<file path="config.mk">
export PLATFORM = sky130hd
export DESIGN_NAME = tt_slot_mux
export DESIGN_NICKNAME = d
export VERILOG_FILES = /design/src/rtl/tt_slot_mux_pkg.sv /design/src/rtl/tt_slot_seq.sv /design/src/rtl/tt_slot_mux.sv
export SDC_FILE = /design/constraint.sdc
export NUM_CORES = 1
export LEC_CHECK = 0
export BUFFER_PORTS_ARGS = -buffer_cell sky130_fd_sc_hd__buf_2
export CAP_MARGIN = 20
export CORE_AREA = 2 2 85 87
export DETAILED_ROUTE_END_ITERATION = 8
export DIE_AREA = 0 0 87 89
export PLACE_DENSITY = 0.85
export RECOVER_POWER = 25
export SLEW_MARGIN = 20
export SYNTH_ARGS = -nofsm -noshare
export SYNTH_HDL_FRONTEND = slang
export SYNTH_HIERARCHICAL = 1
export SYNTH_SLANG_ARGS = --single-unit
export TNS_END_PERCENT = 30
</file>
<file path="constraint.sdc">
create_clock -name clk -period 4.9 [get_ports clk]
set_input_delay 0.245 -clock clk [delete_from_list [all_inputs] [get_ports clk]]
set_output_delay 0.245 -clock clk [all_outputs]
set_load 0.01 [all_outputs]
</file>
<file path="src/rtl/tt_slot_mux_pkg.sv">
// ---------------------------------------------------------------------------
// tt_slot_mux_pkg
// Shared types and constants for the multi-slot project mux.
//   state_e     : sequencer states (RESET / RUN / ISOLATE)
//   IW_*        : bit offsets inside a slot's 18-bit packed input bus
//   OW_*        : bit offsets inside a slot's 24-bit packed output bus
//   max_int     : constant helper used to size the shared counter
// ---------------------------------------------------------------------------
package tt_slot_mux_pkg;

    typedef enum logic [1:0] {
        ST_RESET   = 2'd0,
        ST_RUN     = 2'd1,
        ST_ISOLATE = 2'd2
    } state_e;

    // iw = {uio_in[7:0], ui_in[7:0], rst_n, clk}
    localparam int IW_CLK  = 0;
    localparam int IW_RSTN = 1;
    localparam int IW_UI   = 2;
    localparam int IW_UIO  = 10;

    // ow = {uio_oe[7:0], uio_out[7:0], uo_out[7:0]}
    localparam int OW_UO   = 0;
    localparam int OW_UIO  = 8;
    localparam int OW_OE   = 16;

    function automatic int max_int(input int a, input int b);
        return (a > b) ? a : b;
    endfunction

endpackage

</file>
<file path="src/rtl/tt_slot_seq.sv">
// ---------------------------------------------------------------------------
// tt_slot_seq
// Selection sequencer: owns the state machine, the shared isolate/reset-hold
// counter, the select handshake and the cur_sel / target registers.
//   clk, rst       : clock, synchronous active-high reset
//   sel_valid_i    : selection request (honoured only in RUN)
//   sel_idx_i      : requested slot index
//   state_o        : current state (registered)
//   cur_sel_o      : slot that is being reset or is running
//   sel_err_o      : one-cycle pulse after an out-of-range request
// ---------------------------------------------------------------------------
module tt_slot_seq
    import tt_slot_mux_pkg::*;
#(
    parameter int N_PROJ     = 4,
    parameter int ISO_CYCLES = 2,
    parameter int RST_HOLD   = 8,
    parameter int SEL_W      = $clog2(N_PROJ)
) (
    input  logic             clk,
    input  logic             rst,
    input  logic             sel_valid_i,
    input  logic [SEL_W-1:0] sel_idx_i,
    output state_e           state_o,
    output logic [SEL_W-1:0] cur_sel_o,
    output logic             sel_err_o
);

    // One counter serves both timed states; sized so the larger load fits.
    localparam int CNT_W = $clog2(max_int(ISO_CYCLES, RST_HOLD) + 1);

    state_e           state_q;
    logic [SEL_W-1:0] cur_sel_q;
    logic [SEL_W-1:0] target_q;
    logic [CNT_W-1:0] cnt_q;
    logic             sel_err_q;
    logic             in_range;

    // With a power-of-two slot count every index is legal and this folds away.
    assign in_range = (32'(sel_idx_i) < N_PROJ);

    always_ff @(posedge clk) begin
        if (rst) begin
            state_q   <= ST_RESET;
            cur_sel_q <= '0;
            target_q  <= '0;
            cnt_q     <= CNT_W'(RST_HOLD - 1);
            sel_err_q <= 1'b0;
        end else begin
            sel_err_q <= 1'b0;
            case (state_q)
                ST_RESET: begin
                    if (cnt_q == '0) begin
                        state_q <= ST_RUN;
                    end else begin
                        cnt_q <= cnt_q - CNT_W'(1);
                    end
                end
                ST_RUN: begin
                    if (sel_valid_i) begin
                        if (in_range) begin
                            // Re-selecting the running slot is legal and
                            // simply re-runs the isolate/reset sequence.
                            target_q <= sel_idx_i;
                            state_q  <= ST_ISOLATE;
                            cnt_q    <= CNT_W'(ISO_CYCLES - 1);
                        end else begin
                            sel_err_q <= 1'b1;
                        end
                    end
                end
                ST_ISOLATE: begin
                    if (cnt_q == '0) begin
                        cur_sel_q <= target_q;
                        state_q   <= ST_RESET;
                        cnt_q     <= CNT_W'(RST_HOLD - 1);
                    end else begin
                        cnt_q <= cnt_q - CNT_W'(1);
                    end
                end
                default: begin
                    state_q <= ST_RESET;
                    cnt_q   <= CNT_W'(RST_HOLD - 1);
                end
            endcase
        end
    end

    assign state_o   = state_q;
    assign cur_sel_o = cur_sel_q;
    assign sel_err_o = sel_err_q;

endmodule

</file>
<file path="src/rtl/tt_slot_mux.sv">
// ---------------------------------------------------------------------------
// tt_slot_mux
// Hosts N_PROJ project slots behind one pad interface. Runtime selection
// walks isolate -> reset-hold -> run so a new project never sees a partial
// switch. Pad outputs are registered and forced to zero outside RUN, which
// also keeps every bidir pad tristated while switching.
//   clk, rst               : clock (also forwarded to slots), sync reset
//   pad_rst_n              : user reset, forwarded to the running slot
//   ui_in, uio_in          : pad inputs, fanned out to the active slot
//   uo_out/uio_out/uio_oe  : registered pad outputs from the active slot
//   sel_valid/sel_idx      : selection request; sel_ready high in RUN
//   sel_err                : pulse for an out-of-range request
//   cur_sel, busy          : active slot, switch in progress
//   ena_out                : per-slot enable, one-hot or zero
//   iw_out / ow_in         : per-slot packed buses, slot k at [k*W +: W]
// ---------------------------------------------------------------------------
module tt_slot_mux
    import tt_slot_mux_pkg::*;
#(
    parameter int N_PROJ     = 4,
    parameter int IW_W       = 18,
    parameter int OW_W       = 24,
    parameter int ISO_CYCLES = 2,
    parameter int RST_HOLD   = 8
) (
    input  logic                       clk,
    input  logic                       rst,
    input  logic                       pad_rst_n,
    input  logic [7:0]                 ui_in,
    input  logic [7:0]                 uio_in,
    output logic [7:0]                 uo_out,
    output logic [7:0]                 uio_out,
    output logic [7:0]                 uio_oe,
    input  logic                       sel_valid,
    input  logic [$clog2(N_PROJ)-1:0]  sel_idx,
    output logic                       sel_ready,
    output logic                       sel_err,
    output logic [$clog2(N_PROJ)-1:0]  cur_sel,
    output logic                       busy,
    output logic [N_PROJ-1:0]          ena_out,
    output logic [N_PROJ*IW_W-1:0]     iw_out,
    input  logic [N_PROJ*OW_W-1:0]     ow_in
);

    localparam int SEL_W = $clog2(N_PROJ);

    state_e           state;
    logic [SEL_W-1:0] cur_sel_w;
    logic [OW_W-1:0]  ow_d;
    logic [OW_W-1:0]  ow_q;

    tt_slot_seq #(
        .N_PROJ     (N_PROJ),
        .ISO_CYCLES (ISO_CYCLES),
        .RST_HOLD   (RST_HOLD),
        .SEL_W      (SEL_W)
    ) u_seq (
        .clk         (clk),
        .rst         (rst),
        .sel_valid_i (sel_valid),
        .sel_idx_i   (sel_idx),
        .state_o     (state),
        .cur_sel_o   (cur_sel_w),
        .sel_err_o   (sel_err)
    );

    assign cur_sel   = cur_sel_w;
    assign sel_ready = (state == ST_RUN);
    assign busy      = (state != ST_RUN);

    // Input fan-out. Every slot always receives clk; only the active slot
    // sees pad data, and its rst_n is held low until the sequencer hits RUN.
    genvar gi;
    generate
        for (gi = 0; gi < N_PROJ; gi++) begin : g_slot
            logic active;
            assign active      = (state != ST_ISOLATE) && (cur_sel_w == SEL_W'(gi));
            assign ena_out[gi] = active;

            assign iw_out[gi*IW_W + IW_CLK]       = clk;
            assign iw_out[gi*IW_W + IW_RSTN]      = active && (state == ST_RUN) && pad_rst_n;
            assign iw_out[gi*IW_W + IW_UI  +: 8]  = active ? ui_in  : 8'h00;
            assign iw_out[gi*IW_W + IW_UIO +: 8]  = active ? uio_in : 8'h00;
        end
    endgenerate

    // Output mux: only the running slot may drive the pads.
    always_comb begin
        ow_d = '0;
        if (state == ST_RUN) begin
            for (int k = 0; k < N_PROJ; k++) begin
                if (cur_sel_w == SEL_W'(k)) begin
                    ow_d = ow_in[k*OW_W +: OW_W];
                end
            end
        end
    end

    always_ff @(posedge clk) begin
        if (rst) begin
            ow_q <= '0;
        end else begin
            ow_q <= ow_d;
        end
    end

    assign uo_out  = ow_q[OW_UO  +: 8];
    assign uio_out = ow_q[OW_UIO +: 8];
    assign uio_oe  = ow_q[OW_OE  +: 8];

endmodule

</file>
==> summary.md <==
- Post-synth ARST share: 0%
- worst hold slack after final layout: 90.7 ps
- Worst R2R End: ow_q[2]
- Post-Route Setup TNS: 0 ps
- Placer Congestion: 0.780
- Hold-fix buffers, CTS: 0
- Crit Reg-Reg Startpoint: u_seq/state_o[0]
- r2r worst-path depth: 2
- standard cell core area: 0.00672 mm^2
- standard-cell row count: 30
- kind of path behind the tightest hold check: in2reg
- Critical Path Sink Type: primary output
- Placed Instances: 531
- post-detailed-route DRC marker count: 0
- #FFs+latches synth: 34
- leading area contributor after synthesis: sky130_fd_sc_hd__dfxtp_1
- startpoint kind of the worst setup timing path: clock port
- final setup vio count: 0
- placement-stage worst setup slack: 2090 ps
- combined global-route utilization of all metal layers: 17.1%
- worst relative slew slack: 45.1%
- Detailed Routing Iterations Pass 1: 4
- clock network latency to the later pin of the worst-skew pair: 380 ps
- Worst EP arrival: 2810 ps
- Area growth syn-to-layout: 48.5%
- Total Routed Length: 7600 um
- top-level I/O count: 223
- maximum resistive drop on vdd: 0.172 mV
- pin count of the biggest net entering global routing: 51
- fraction of final layout cells with drive strength greater than 1: 45.9%
- die height: 89 um
- Port Buffer Count: 221
- FF-to-FF setup slack: 2930 ps
- average cell area after synthesis: 8.93 um^2
- Hold Path End: u_seq/target_q[0]
- CTS tree: built
- status: finished clean
- starting density of the core: 35.5%
- # diodes: 0
- post-route antenna net violation count: 0
- half-perimeter wire length of the detailed placement result: 5990 um
- vias in the first global route: 2342
- count of maximum capacitance violations: 0
- postcts setup bufs: 0
- Pwr per Cell Area: 206 mW/mm^2
- flip-flop cell with the highest count after synthesis: sky130_fd_sc_hd__dfxtp_1
- routed via count: 2729
- detail-routed net length per standard cell: 14.0 um
- Post-layout nets: 582
- number of stages on the worst hold path: 3
- most numerous cell in the Yosys netlist: sky130_fd_sc_hd__nor3b_1
- area of the mapped netlist: 0.00238 mm^2
- horizontal die dimension: 87 um
- number of hold violations in the final report: 0
- Post-synth EDFFs: 0
- synthesized net count: 386
- post-cts repair resize count: 0
- grt ovf: 0
- worst hold start: sel_idx[0]
- list of most frequent post-synthesis cells: 66 x sky130_fd_sc_hd__nor3b_1, 53 x sky130_fd_sc_hd__mux2i_1, 34 x sky130_fd_sc_hd__dfxtp_1, 25 x sky130_fd_sc_hd__o22ai_1, 15 x sky130_fd_sc_hd__clkbuf_1
- via count normalized by instance count: 5.02
- Worst-path clk slew: 70 ps
- setup repair after global routing missed its margin: false
- top cells by area, synth: sky130_fd_sc_hd__dfxtp_1 29%, sky130_fd_sc_hd__mux2i_1 22%, sky130_fd_sc_hd__nor3b_1 21%
- critical path class: clk2out
- worst setup skew after layout: 5.55 ps
- slew at the pin closest to its max-slew limit: 823 ps
- instance count of the mapped netlist: 267
- floorplan die area: 0.00774 mm^2
- unique cell type count in the Yosys netlist: 31
- Non-Filler Instances: 544
- post-synth top area share: 28.5%
- Warnings, synthesis: 6
- number of violations reported at the end of detailed-routing iteration 0: 75
- Seq/Total Area, Yosys: 28.5%
- final worst-path setup slack: 1840 ps
- CP Data Required Time: 4660 ps
- count of final max-slew check failures: 0
- CP max FO: 2
- total leakage power: 1.62 nW
- number of antenna violations at the first check in global routing: 0
- global-route wire length before repair: 10500 um
==> cells by family after synthesis <==
kind of cell,after synthesis,share of synthesized area [%]
fa+ha+maj,1,0.525
buf+inv,42,9.44
compound gates,32,8.76
other cells,1,0.157
simple gates,102,29.4
flops,34,28.5
mux,55,23.2
==> layer usage <==
metal,up-vias,GRT usage (%),part of all wire (%)
met5,-,0,0
met4,0,5.11,0.97
met3,8,4.99,8.4
met2,155,33.1,52
met1,1218,17.7,38
li1,1348,-,-
==> stage by stage <==
step / cell area [um^2] / power (mW) / utilization, %
floorplan: 2380 / 0.392 / -
global placement: 3390 / 0.432 / 50.5
detailed placement: 3410 / 0.436 / 50.8
CTS: 3560 / 0.743 / 53.0
global route: 3540 / 0.768 / 52.7
finish: 3540 / 0.730 / 52.7
==> layout make-up <==
type / count / area [um^2]
fillers: 638 / 3180
multi-input cells: 191 / 1490
repair buffers: 220 / 1090
flip-flops and latches: 34 / 682
clock buffers: 14 / 158
well taps: 80 / 100
clock inverters: 2 / 12.5
inverters: 3 / 11.3
==> state kept, by name, indices dropped and copies added, names as in the netlist <==
register         cells
u_seq/cur_sel_o      2
ow_q                24
u_seq/cnt_q          4
u_seq/state_o        2
u_seq/target_q       2
==> worst max-delay path by stage <==
stage	start	slack (ps)	end
4_1_cts	clk	1830	iw_out[36]
6_report	clk	1840	iw_out[36]
2_1_floorplan	clk	2090	iw_out[0]
3_3_place_gp	clk	2090	iw_out[0]
3_5_place_dp	clk	2090	iw_out[0]
5_1_grt	clk	1830	iw_out[0]
==> power by group <==
group          total (mW)  switching, mW  internal [mW]
clock               0.350          0.145          0.205
combinational      0.0987         0.0391         0.0596
sequential          0.282        0.00258          0.279
==> critical path, cell delays in order <==
cell	delay, ps
sky130_fd_sc_hd__clkbuf_8	110
sky130_fd_sc_hd__clkbuf_8	120
sky130_fd_sc_hd__buf_2	130
==> placed cells by master (no fill, tap or decap) <==
cell / instances
sky130_fd_sc_hd__buf_4: 1
sky130_fd_sc_hd__a21oi_1: 1
sky130_fd_sc_hd__mux2_2: 1
sky130_fd_sc_hd__buf_12: 1
sky130_fd_sc_hd__o21bai_1: 1
sky130_fd_sc_hd__inv_1: 3
sky130_fd_sc_hd__o21ai_0: 1
sky130_fd_sc_hd__clkbuf_1: 27
sky130_fd_sc_hd__nor2b_1: 2
sky130_fd_sc_hd__or2_2: 1
sky130_fd_sc_hd__nand4bb_1: 1
sky130_fd_sc_hd__dfxtp_2: 1
sky130_fd_sc_hd__nand2_1: 2
sky130_fd_sc_hd__or4b_1: 1
sky130_fd_sc_hd__a21o_1: 1
sky130_fd_sc_hd__nor3_1: 2
sky130_fd_sc_hd__clkbuf_8: 10
sky130_fd_sc_hd__clkinvlp_4: 1
sky130_fd_sc_hd__buf_2: 194
sky130_fd_sc_hd__nor2_1: 13
sky130_fd_sc_hd__nor3b_1: 66
sky130_fd_sc_hd__dfxtp_1: 33
sky130_fd_sc_hd__mux2_1: 1
sky130_fd_sc_hd__a32oi_1: 1
sky130_fd_sc_hd__or3b_1: 1
sky130_fd_sc_hd__nor2b_4: 1
sky130_fd_sc_hd__mux2i_1: 53
sky130_fd_sc_hd__clkinv_2: 1
sky130_fd_sc_hd__and4b_1: 1
sky130_fd_sc_hd__o21a_1: 1
sky130_fd_sc_hd__o41a_1: 1
sky130_fd_sc_hd__o22ai_1: 25
sky130_fd_sc_hd__buf_6: 1
sky130_fd_sc_hd__ha_1: 1
sky130_fd_sc_hd__nand2b_1: 7
sky130_fd_sc_hd__conb_1: 1
sky130_fd_sc_hd__nand3b_1: 4
Power figures use the tool's default switching activity.
